--- config.mk ---
export PLATFORM = sky130hd
export DESIGN_NAME = osd_num_display
export DESIGN_NICKNAME = d
export VERILOG_FILES = /design/src/rtl/osd_num_display_pkg.sv /design/src/rtl/osd_seg_glyph.sv /design/src/rtl/osd_num_display.sv
export SDC_FILE = /design/constraint.sdc
export NUM_CORES = 1
export LEC_CHECK = 0
export CORE_MARGIN = 2
export CORE_UTILIZATION = 39
export CTS_CLUSTER_DIAMETER = 60
export CTS_CLUSTER_SIZE = 8
export DETAILED_ROUTE_END_ITERATION = 8
export GPL_TIMING_DRIVEN = 0
export PLACE_DENSITY = 0.83
export REMOVE_ABC_BUFFERS = 1
export SETUP_SLACK_MARGIN = 0.15
export SYNTH_ARGS = -nofsm -noshare
export SYNTH_HDL_FRONTEND = slang
export SYNTH_HIERARCHICAL = 1
export SYNTH_SLANG_ARGS = --single-unit
--- constraint.sdc ---
create_clock -name clk -period 3.1 [get_ports clk]
set_input_delay 0.775 -clock clk [delete_from_list [all_inputs] [get_ports clk]]
set_output_delay 0.775 -clock clk [all_outputs]
set_load 0.02 [all_outputs]
--- src/rtl/osd_num_display_pkg.sv ---
// Shared definitions for the on-screen numeric overlay: segment bit
// positions, digit-to-segment table, stroke geometry and the blank code.
package osd_num_display_pkg;

    // Bit index of each segment inside a 7-bit segment mask.
    localparam int SEG_A = 0;
    localparam int SEG_B = 1;
    localparam int SEG_C = 2;
    localparam int SEG_D = 3;
    localparam int SEG_E = 4;
    localparam int SEG_F = 5;
    localparam int SEG_G = 6;

    // Stroke thickness of every segment, in pixels.
    localparam int STROKE_W = 2;

    // Fixed glyph cell geometry.
    localparam int GLYPH_W = 16;
    localparam int GLYPH_H = 32;

    // Digit code that draws nothing; also the value held after reset.
    localparam logic [3:0] NUM_BLANK = 4'd10;

    // Map a digit code to its lit-segment mask (bit SEG_x set = segment on).
    function automatic logic [6:0] digit_segs(input logic [3:0] digit);
        logic [6:0] segs;
        case (digit)
            4'd0:    segs = 7'b011_1111; // abcdef
            4'd1:    segs = 7'b000_0110; // bc
            4'd2:    segs = 7'b101_1011; // abdeg
            4'd3:    segs = 7'b100_1111; // abcdg
            4'd4:    segs = 7'b110_0110; // bcfg
            4'd5:    segs = 7'b110_1101; // acdfg
            4'd6:    segs = 7'b111_1101; // acdefg
            4'd7:    segs = 7'b000_0111; // abc
            4'd8:    segs = 7'b111_1111; // abcdefg
            4'd9:    segs = 7'b110_1111; // abcdfg
            default: segs = 7'b000_0000; // 10-15 blank
        endcase
        return segs;
    endfunction

endpackage

--- src/rtl/osd_seg_glyph.sv ---
// Combinational 7-segment glyph rasteriser for a fixed 16x32 cell.
// Given a digit and a (row, col) inside the cell, reports whether that
// pixel belongs to a lit segment.
module osd_seg_glyph
    import osd_num_display_pkg::*;
(
    input  logic [3:0] digit,
    input  logic [4:0] row,
    input  logic [3:0] col,
    output logic       lit
);

    // Column bands: left stroke, right stroke, and the span between them.
    localparam logic [3:0] COL_L_END   = 4'(STROKE_W);
    localparam logic [3:0] COL_R_START = 4'(GLYPH_W - STROKE_W);
    // Row bands: top, middle and bottom strokes plus the two vertical spans.
    localparam logic [4:0] ROW_T_END   = 5'(STROKE_W);
    localparam logic [4:0] ROW_M_START = 5'((GLYPH_H - STROKE_W) / 2);
    localparam logic [4:0] ROW_M_END   = 5'((GLYPH_H + STROKE_W) / 2);
    localparam logic [4:0] ROW_B_START = 5'(GLYPH_H - STROKE_W);

    logic       col_left_s;
    logic       col_right_s;
    logic       col_mid_s;
    logic       row_top_s;
    logic       row_mid_s;
    logic       row_bot_s;
    logic       row_upper_s;
    logic       row_lower_s;
    logic [6:0] seg_area_s;
    logic [6:0] seg_on_s;

    // Classify the pixel into stroke bands and test it against the digit's segments.
    always_comb begin
        col_left_s  = (col < COL_L_END);
        col_right_s = (col >= COL_R_START);
        col_mid_s   = !col_left_s && !col_right_s;
        row_top_s   = (row < ROW_T_END);
        row_mid_s   = (row >= ROW_M_START) && (row < ROW_M_END);
        row_bot_s   = (row >= ROW_B_START);
        // Vertical strokes leave the corner and middle-row pixels unlit.
        row_upper_s = !row_top_s && (row < ROW_M_START);
        row_lower_s = (row >= ROW_M_END) && !row_bot_s;

        seg_area_s        = 7'b000_0000;
        seg_area_s[SEG_A] = row_top_s   && col_mid_s;
        seg_area_s[SEG_B] = row_upper_s && col_right_s;
        seg_area_s[SEG_C] = row_lower_s && col_right_s;
        seg_area_s[SEG_D] = row_bot_s   && col_mid_s;
        seg_area_s[SEG_E] = row_lower_s && col_left_s;
        seg_area_s[SEG_F] = row_upper_s && col_left_s;
        seg_area_s[SEG_G] = row_mid_s   && col_mid_s;

        seg_on_s = digit_segs(digit);
        lit      = |(seg_area_s & seg_on_s);
    end

endmodule

--- src/rtl/osd_num_display.sv ---
// Single-digit on-screen display: draws a 16x32 seven-segment glyph at a
// fixed position in the active picture. The digit is sampled once per frame
// on the rising edge of pos_vs so the glyph never tears mid-frame.
module osd_num_display
    import osd_num_display_pkg::*;
#(
    parameter int OSD_WIDTH  = 16,
    parameter int OSD_HEIGHT = 32,
    parameter int OSD_X      = 16,
    parameter int OSD_Y      = 16
) (
    input  logic        clk,
    input  logic        rstn,
    input  logic [3:0]  num,
    input  logic [12:0] pos_x,
    input  logic [12:0] pos_y,
    input  logic        pos_de,
    input  logic        pos_vs,
    output logic        pos_en
);

    // Box bounds held one bit wider than the coordinates so the upper bound
    // cannot wrap when the box sits at the far edge of the 13-bit range.
    localparam logic [13:0] X_LO = 14'(OSD_X);
    localparam logic [13:0] X_HI = 14'(OSD_X + OSD_WIDTH);
    localparam logic [13:0] Y_LO = 14'(OSD_Y);
    localparam logic [13:0] Y_HI = 14'(OSD_Y + OSD_HEIGHT);
    // Only the low bits of the offset matter inside the box, so subtract
    // in the cell's own width.
    localparam logic [3:0]  X_LO_LSB = 4'(OSD_X);
    localparam logic [4:0]  Y_LO_LSB = 5'(OSD_Y);

    logic       vs_d_r;
    logic [3:0] num_lat_r;
    logic       pos_en_r;

    logic       vs_rise_s;
    logic       hit_s;
    logic [3:0] col_s;
    logic [4:0] row_s;
    logic       lit_s;

    // Frame-start detection, box hit test and in-cell coordinates.
    always_comb begin
        vs_rise_s = pos_vs && !vs_d_r;
        if (({1'b0, pos_x} >= X_LO) && ({1'b0, pos_x} < X_HI) &&
            ({1'b0, pos_y} >= Y_LO) && ({1'b0, pos_y} < Y_HI)) begin
            hit_s = 1'b1;
        end else begin
            hit_s = 1'b0;
        end
        col_s = pos_x[3:0] - X_LO_LSB;
        row_s = pos_y[4:0] - Y_LO_LSB;
    end

    osd_seg_glyph u_glyph (
        .digit (num_lat_r),
        .row   (row_s),
        .col   (col_s),
        .lit   (lit_s)
    );

    // Frame-synchronous digit latch and registered overlay enable.
    always_ff @(posedge clk or negedge rstn) begin
        if (!rstn) begin
            vs_d_r    <= 1'b0;
            num_lat_r <= NUM_BLANK;
            pos_en_r  <= 1'b0;
        end else begin
            vs_d_r <= pos_vs;
            // The pixel sharing the sync edge still uses the old digit.
            if (vs_rise_s) begin
                num_lat_r <= num;
            end else begin
                num_lat_r <= num_lat_r;
            end
            pos_en_r <= pos_de && hit_s && lit_s;
        end
    end

    assign pos_en = pos_en_r;

endmodule

==> Implementation_results.wiki, run 1 <==
{| class="wikitable"
! Metric !! Value
|-
| Growth of design area from synthesis to finish || 58.7%
|-
| Final Util || 0.644
|-
| Arrival time of the worst setup path || 2.60 ns
|-
| Setup TNS || 0 ns
|-
| CTS Root Cell || sky130_fd_sc_hd__clkbuf_4
|-
| Worst hold path endpoint || num_lat_r[0]$_DFFE_PN0P_
|-
| Maximum number of buffers from clock root to sink || 2
|-
| Top-level port count || 35
|-
| Synth cell types || 34
|-
| CTS H-Tree Depth || 1
|-
| Die W || 43.1 microns
|-
| Overall die height || 43.1 microns
|-
| Power per Cell Area || 302 mW/mm^2
|-
| Final number of max-transition violations || 0
|-
| Leakage power total || 0.374 nW
|-
| Drt drc || 0
|-
| Number of vias after detailed routing || between 600 and 700
|-
| Clk Latency, worst-skew pair || 0.24 ns
|-
| Hold WC Path Type || flip-flop to flip-flop
|-
| Number of resized instances in the post-cts repair step || 0
|-
| FF-to-FF Start || num_lat_r[1]$_DFFE_PN1P_
|-
| Transition time at the pin with the least slew margin || between 0.3 and 0.4 ns
|-
| Detailed-placement wirelength estimate || between 1000 and 1500 microns
|-
| Cell with the biggest individual delay on the critical path || sky130_fd_sc_hd__clkdlybuf4s50_1
|-
| Setup slack on the worst flop-to-flop path || 0.99 ns
|-
| Post-route antenna net violation count || 0
|-
| HP Start || num_lat_r[0]$_DFFE_PN0P_
|-
| Pin count of the biggest net entering global routing || 12
|-
| Req. time, crit path || 3.24 ns
|-
| Vias per cell || 5.52
|-
| Final Skew || roughly 0.0016 ns
|-
| Area share of the largest cell type after synthesis || 0.168
|-
| Largest cells by area after synthesis || sky130_fd_sc_hd__dfrtp_1 17%, sky130_fd_sc_hd__ha_1 10%, sky130_fd_sc_hd__dfstp_2 8.8%
|-
| Worst Reg-to-Reg Cells || 9
|-
| Kind of start point of the critical path || primary input
|-
| Worst slack on hold paths || 0.586 ns
|-
| Count of nets after finishing || 138
|-
| Tot GR Track Use || 0.162
|-
| Antenna violations before repair || 0
|-
| Proportion of synthesized flip-flops having asynchronous set or reset || 1.00
|-
| I/O Buffers || 33
|-
| Number of global-route vias before repair || 662
|-
| First-pass GRT wire length || 2290 microns
|-
| Fraction of the yosys area taken by sequential cells || 0.256
|-
| Remaining global-route overflow || 0
|-
| Endpoint of the worst-slack reg-to-reg timing path || pos_en$_DFF_PN0_
|-
| Ordered cell list for the critical path || clkdlybuf4s50_1, nor4_1, mux2i_1, o221ai_1, a211o_1, nor4bb_1, nand4_1, nor4_2
|-
| Max-capacitance violation count || 0
|-
| Starting density of the core || 0.406
|-
| Post-synth top flop || sky130_fd_sc_hd__dfrtp_1
|-
| Synth area leader || sky130_fd_sc_hd__dfrtp_1
|-
| Final number of hold-violating endpoints || 0
|-
| Number of synthesis warnings || 6
|-
| Total Power || 0.286 mW
|-
| Final-report setup violation count || 0
|-
| Average footprint of a synthesized cell || between 9 and 10 sq um
|-
| Routed wirelength normalized by instance count || 11.5 microns
|-
| Clk pin slew, worst setup/hold paths || 0.04 ns
|-
| Multi-input logic area || 407 sq um
|-
| Clock tree from TritonCTS || done
|-
| Fraction of the cycle the final worst path needs || 0.794
|-
| Number of buffers and inverters on the critical path || 1
|-
| Count of cells along the worst hold path || 1
|-
| Iteration-0 DRC count of the detailed router || 4
|-
| FP Rows || 14
|-
| Proportion of layout cells with a drive suffix above 1 || 0.144
|-
| Routability congestion estimate || 0.731
|-
| Slew headroom || 0.773
|-
| Synth Register Bits || 6
|-
| Cell family with the largest share of critical-path delay || simple AND/OR/NAND/NOR gates
|-
| Number of flops mapped to enable cells by yosys || 0
|-
| RSZ-0062 raised after global routing || no
|-
| Cell count after synthesis || 63
|-
| FILL cells || 132
|-
| Cell with the most instances after synthesis || sky130_fd_sc_hd__ha_1
|-
| Post-route minimum period || 2.46 ns
|-
| Hold-fix buffers at CTS || 0
|-
| Number of buffers created by CTS || 3
|-
| Num Clock Sinks || 6
|-
| IR Drop Worst-Case VDD || 0.000216 V
|-
| Reg area || 153 sq um
|-
| Number of inserted diodes || 0
|-
| Maximum clock frequency || 406 MHz
|-
| Mapped cell area || between 500 and 600 sq um
|-
| Floorplan Core Area || 0.00147 sq mm
|-
| Kind of capture point of the worst setup path || flip-flop
|-
| Post-CTS setup buffer count || 0
|-
| Max incr delay on CP || 0.49 ns
|-
| Most common library cells after synthesis || 5 x sky130_fd_sc_hd__ha_1, 4 x sky130_fd_sc_hd__dfrtp_1, 4 x sky130_fd_sc_hd__inv_1, 4 x sky130_fd_sc_hd__mux2_2, 4 x sky130_fd_sc_hd__nand2_1
|-
| Die area || 0.00186 sq mm
|-
| Largest fanout on the critical path || 6
|-
| Pre-antenna DRT Iters || 4
|-
| Overall routed net length || between 1000 and 1500 microns
|-
| Critical path class || primary input to flip-flop
|-
| Run status || complete, no violations
|}
layout by cell type (no fill, tap or decap):
master                             n
sky130_fd_sc_hd__clkdlybuf4s50_1  33
sky130_fd_sc_hd__ha_1              5
sky130_fd_sc_hd__inv_1             4
sky130_fd_sc_hd__mux2_2            4
sky130_fd_sc_hd__dfrtp_1           4
sky130_fd_sc_hd__nand2_1           4
sky130_fd_sc_hd__nor4_1            3
sky130_fd_sc_hd__clkbuf_4          3
sky130_fd_sc_hd__o21ai_0           3
sky130_fd_sc_hd__nor3_1            3
sky130_fd_sc_hd__nand4_1           2
sky130_fd_sc_hd__nor2b_1           2
sky130_fd_sc_hd__dfstp_2           2
sky130_fd_sc_hd__or2_1             2
sky130_fd_sc_hd__mux2i_1           2
sky130_fd_sc_hd__a211oi_1          2
sky130_fd_sc_hd__or4_4             1
sky130_fd_sc_hd__nor4bb_1          1
sky130_fd_sc_hd__xor2_1            1
sky130_fd_sc_hd__nor4b_1           1
sky130_fd_sc_hd__nor4_2            1
sky130_fd_sc_hd__nor2_1            1
sky130_fd_sc_hd__nor3b_1           1
sky130_fd_sc_hd__a21oi_1           1
sky130_fd_sc_hd__and4_1            1
sky130_fd_sc_hd__o221ai_1          1
sky130_fd_sc_hd__and3_1            1
sky130_fd_sc_hd__and2b_4           1
sky130_fd_sc_hd__o21ai_2           1
sky130_fd_sc_hd__o311ai_0          1
sky130_fd_sc_hd__nand3_1           1
sky130_fd_sc_hd__or3_1             1
sky130_fd_sc_hd__a221oi_2          1
sky130_fd_sc_hd__a32oi_1           1
sky130_fd_sc_hd__a211o_1           1
through the flow:
stage                     instances  area, sq um  setup WS (ns)
after floorplan                  61          574           1.05
after global placement          110          925          0.385
final                           113          947          0.640
after CTS                       113          947          0.620
after global routing            113          947          0.426
after detailed placement        110          925          0.373
report_power, final:
part | total [mW] | switching, mW | internal [mW] | leakage [nW]
Sequential | 0.107 | 0.0171 | 0.0903 | 0.0701
Clock | 0.0677 | 0.0242 | 0.0435 | 0.0138
Combinational | 0.111 | 0.0400 | 0.0709 | 0.290
Total | 0.286 | 0.0812 | 0.205 | 0.374
area by class of cell:
class	instances	area share
inverter	4	0.0159
multi-input combinational	51	0.429
clock buffer	3	0.0238
sequential	6	0.161
timing repair buffer	33	0.349
tap	16	0.0211
worst max-delay path by stage:
stage                     slack, ns               end  depth (start not counted)      from
after global routing           0.43  pos_en$_DFF_PN0_                          8  pos_y[3]
after detailed placement       0.37  pos_en$_DFF_PN0_                          8  pos_y[3]
after global placement         0.39  pos_en$_DFF_PN0_                          8  pos_y[2]
after CTS                      0.62  pos_en$_DFF_PN0_                          8  pos_y[3]
final                          0.64  pos_en$_DFF_PN0_                          8  pos_y[3]
after floorplan                1.05  pos_en$_DFF_PN0_                          7  pos_y[0]
cells by family after synthesis:
kind of cell             share of synthesized area
XOR/XNOR                                    0.0147
adder cells (fa/ha/maj)                      0.105
AND/OR/NAND/NOR                              0.296
AO/OA/AOI/OAI                                0.157
multiplexers                                 0.109
flip-flops                                   0.256
buffers and inverters                       0.0629
per-layer routing:
layer / global-route usage / up-vias / wire (microns)
met5: 0 / - / 0
met4: 0.139 / 0 / 32
met3: 0.0298 / 4 / 71
met2: 0.290 / 21 / 704
met1: 0.155 / 287 / 494
li1: - / 312 / -
sequential cells by signal, indices dropped and copies added (netlist names):
name / count
num_lat_r: 4
vs_d_r: 1
pos_en: 1
worst reg2reg max path, delay by kind of cell (launching register included):
family | cells | cell delay (ns)
flip-flops | 1 | 0.59
buffers and inverters | 1 | 0.10
adder cells (fa/ha/maj) | 1 | 0.28
AND/OR/NAND/NOR | 5 | 0.70
AO/OA/AOI/OAI | 2 | 0.35
No activity file was read; power rests on OpenSTA's default activity.
==> run 2, diff against run 1 <==
--- a/config.mk
+++ b/config.mk
@@ -6,12 +6,12 @@
 export NUM_CORES = 1
 export LEC_CHECK = 0
 export CORE_MARGIN = 2
-export CORE_UTILIZATION = 39
+export CORE_UTILIZATION = 36
 export CTS_CLUSTER_DIAMETER = 60
 export CTS_CLUSTER_SIZE = 8
 export DETAILED_ROUTE_END_ITERATION = 8
 export GPL_TIMING_DRIVEN = 0
-export PLACE_DENSITY = 0.83
+export PLACE_DENSITY = 0.77
 export REMOVE_ABC_BUFFERS = 1
 export SETUP_SLACK_MARGIN = 0.15
 export SYNTH_ARGS = -nofsm -noshare
==> constraint.sdc (replaced) <==
create_clock -name clk -period 2.5 [get_ports clk]
set_input_delay 0.625 -clock clk [delete_from_list [all_inputs] [get_ports clk]]
set_output_delay 0.625 -clock clk [all_outputs]
set_load 0.02 [all_outputs]
==> Implementation_results.wiki, run 2 (synthesis results as in run 1) <==
{| class="wikitable"
! Metric !! Value
|-
| Run status || complete, no violations
|-
| FF-to-FF Start || num_lat_r[1]$_DFFE_PN1P_
|-
| Critical path class || primary input to flip-flop
|-
| Clock tree from TritonCTS || done
|-
| Cell Count Post-Placement || 110 (unchanged)
|-
| Ordered cell list for the critical path || clkdlybuf4s50_1, inv_1, or3_1, nor3_1, a211o_1, nor4bb_2, nand4_1, nor4_2
|-
| Floorplan Core Area || 0.00152 sq mm (+3.6%)
|-
| Last element of the critical path || pos_en$_DFF_PN0_
|-
| Starting density of the core || 0.392 (-0.0140)
|-
| Clk pin slew, worst setup/hold paths || 0.05 ns (about the same)
|-
| Iteration-0 DRC count of the detailed router || 6 (+2)
|-
| Worst Reg-to-Reg Cells || 9 (unchanged)
|-
| Final number of max-transition violations || 0 (unchanged)
|-
| Routed wirelength normalized by instance count || 12.4 microns (+7.2%)
|-
| Final number of hold-violating endpoints || 0 (unchanged)
|-
| Number of flip-flops in the largest register || 4 (unchanged)
|-
| Antenna violations before repair || 0 (unchanged)
|-
| Worst Setup SP || pos_y[4]
|-
| Number of buffers created by CTS || 3 (unchanged)
|-
| Most heavily used metal layer in global routing || met2
|-
| Cell with the biggest individual delay on the critical path || sky130_fd_sc_hd__clkdlybuf4s50_1
|-
| Path length in cells of the critical path || 8 (unchanged)
|-
| Die W || 44.7 microns (+3.7%)
|-
| Met3 track utilization from global routing || 0.0160 (-0.0138)
|-
| Cell area after placement || 925 sq um (unchanged)
|-
| RSZ-0062 raised after global routing || no
|-
| Routability congestion estimate || 0.732 (about the same)
|-
| Non-filler instance count after layout || 113 (unchanged)
|-
| Detailed-placement wirelength estimate || 1130 microns (-2.4%)
|-
| Slew headroom || 0.771 (-0.00252)
|-
| Overall routed net length || 1400 microns (+7.2%)
|-
| CTS Root Cell || sky130_fd_sc_hd__clkbuf_4
|-
| Pre-antenna DRT Iters || 3 (-1)
|-
| Post-CTS setup buffer count || 0 (unchanged)
|-
| CTS H-Tree Depth || 1 (unchanged)
|-
| Final Skew || 0.00291 ns (+0.00127 ns)
|-
| Maximum clock frequency || between 400 and 500 MHz
|-
| Commonest non-fill, non-tap cells in the layout || 30 x sky130_fd_sc_hd__clkdlybuf4s50_1, 5 x sky130_fd_sc_hd__ha_1
|-
| Max incr delay on CP || 0.50 ns (about the same)
|-
| Final Util || 0.639 (-0.00496)
|-
| Hold WC Path Type || flip-flop to flip-flop
|-
| Most frequent standard cell in the layout excluding fill and tap cells || sky130_fd_sc_hd__clkdlybuf4s50_1
|-
| Cell family with the largest share of critical-path delay || simple AND/OR/NAND/NOR gates
|-
| Overall die height || 44.7 microns (+3.7%)
|-
| Top reg by flops || num_lat_r
|-
| Top-level port count || 35 (unchanged)
|-
| Number of buffers and inverters on the critical path || 2 (+1)
|-
| Kind of capture point of the worst setup path || flip-flop
|-
| Endpoint of the worst-slack reg-to-reg timing path || pos_en$_DFF_PN0_
|-
| Fraction of the cycle the final worst path needs || 0.909
|-
| Met2 usage || 0.267 (-0.0229)
|-
| Growth of design area from synthesis to finish || 63.1%
|-
| Max-capacitance violation count || 0 (unchanged)
|-
| Transition time at the pin with the least slew margin || 0.344 ns (+0.00688 ns)
|-
| I/O Buffers || 33 (unchanged)
|-
| Drt drc || 0 (unchanged)
|-
| Worst slack on hold paths || 0.599 ns (+0.0130 ns)
|-
| Hold-fix buffers at CTS || 0 (unchanged)
|-
| Clk Latency, worst-skew pair || 0.25 ns (about the same)
|-
| Count of nets after finishing || 138 (unchanged)
|-
| Remaining global-route overflow || 0 (unchanged)
|-
| GR Util met1 || 0.180 (+0.0256)
|-
| Number of global-route vias before repair || 608 (-8.2%)
|-
| Req. time, crit path || 2.65 ns (-0.59 ns)
|-
| Leakage power total || 0.402 nW (+7.7%)
|-
| Die area || 0.00200 sq mm (+7.5%)
|-
| Setup slack on the worst flop-to-flop path || 0.36 ns (-0.63 ns)
|-
| Proportion of layout cells with a drive suffix above 1 || 0.186 (+0.0412)
|-
| FP Rows || 14 (unchanged)
|-
| Power per Cell Area || 373 mW/mm^2 (+24%)
|-
| Final-report setup violation count || 0 (unchanged)
|-
| Post-route cell area || 973 sq um (+2.8%)
|-
| Maximum number of buffers from clock root to sink || 2 (unchanged)
|-
| Post-route antenna net violation count || 0 (unchanged)
|-
| Arrival time of the worst setup path || 2.43 ns (-0.17 ns)
|-
| Num Clock Sinks || 6 (unchanged)
|-
| Number of inserted diodes || 0 (unchanged)
|-
| Post-route minimum period || 2.27 ns
|-
| IR Drop Worst-Case VDD || 0.000362 V (+67%)
|-
| Vias per cell || 5.42 (-1.9%)
|-
| First-pass GRT wire length || 2290 microns (unchanged)
|-
| Number of vias after detailed routing || 612 (-1.9%)
|-
| Tot GR Track Use || 0.158 (-0.00401)
|-
| Kind of start point of the critical path || primary input
|-
| Pin count of the biggest net entering global routing || 12 (unchanged)
|-
| Largest fanout on the critical path || 5 (-1)
|}
## run 2: per-layer routing
layer | vias up | part of all wire
li1 | 313 | -
met1 | 276 | 0.41
met2 | 21 | 0.54
met3 | 2 | 0.043
met4 | 0 | 0.012
met5 | - | 0
## run 2: worst register-to-register path, cell delays in order, from the launching register on
cell	delay, ns
sky130_fd_sc_hd__dfstp_2	0.59
sky130_fd_sc_hd__inv_1	0.10
sky130_fd_sc_hd__ha_1	0.28
sky130_fd_sc_hd__nand2_1	0.06
sky130_fd_sc_hd__nor3b_1	0.17
sky130_fd_sc_hd__o221ai_1	0.19
sky130_fd_sc_hd__a211o_1	0.15
sky130_fd_sc_hd__nor4bb_2	0.22
sky130_fd_sc_hd__nand4_1	0.14
sky130_fd_sc_hd__nor4_2	0.15
## run 2: worst min path at each step
stage / startpoint / endpoint / slack [ns] / cells after the start
after floorplan: rstn / num_lat_r[0]$_DFFE_PN0P_ / 0.33 / 0
after global placement: num_lat_r[0]$_DFFE_PN0P_ / num_lat_r[0]$_DFFE_PN0P_ / 0.57 / 1
after detailed placement: num_lat_r[0]$_DFFE_PN0P_ / num_lat_r[0]$_DFFE_PN0P_ / 0.60 / 1
after CTS: rstn / vs_d_r$_DFF_PN0_ / 0.61 / 1
after global routing: rstn / pos_en$_DFF_PN0_ / 0.63 / 1
final: num_lat_r[0]$_DFFE_PN0P_ / num_lat_r[0]$_DFFE_PN0P_ / 0.60 / 1
## run 2: cell type report
type	instances	area, sq um
fill	136	551
timing repair buffer	33	338
clock buffer	3	22.5
sequential	6	153
inverter	4	15.0
multi-input combinational	51	425
tap	16	20.0
## run 2: repair_timing
item,4_1_cts,5_1_grt
endpoints found under the hold margin,0,0
gates resized for setup,0,7
setup endpoints to repair,0,1
## run 2: stage by stage
stage                     TNS (ns)  power (mW)  worst slack [ns]
final                            0       0.363             0.229
after global routing             0       0.391             0.151
after detailed placement   -0.0675       0.273           -0.0675
after global placement     -0.0545       0.268           -0.0545
after CTS                        0       0.369             0.200
after floorplan                  0       0.200             0.582
## run 2: where the power goes
group	total (mW)	switching, mW	leakage, nW	internal, mW
combinational	0.139	0.0506	0.319	0.0883
clock	0.0902	0.0358	0.0138	0.0544
sequential	0.134	0.0222	0.0701	0.112
total	0.363	0.109	0.402	0.255
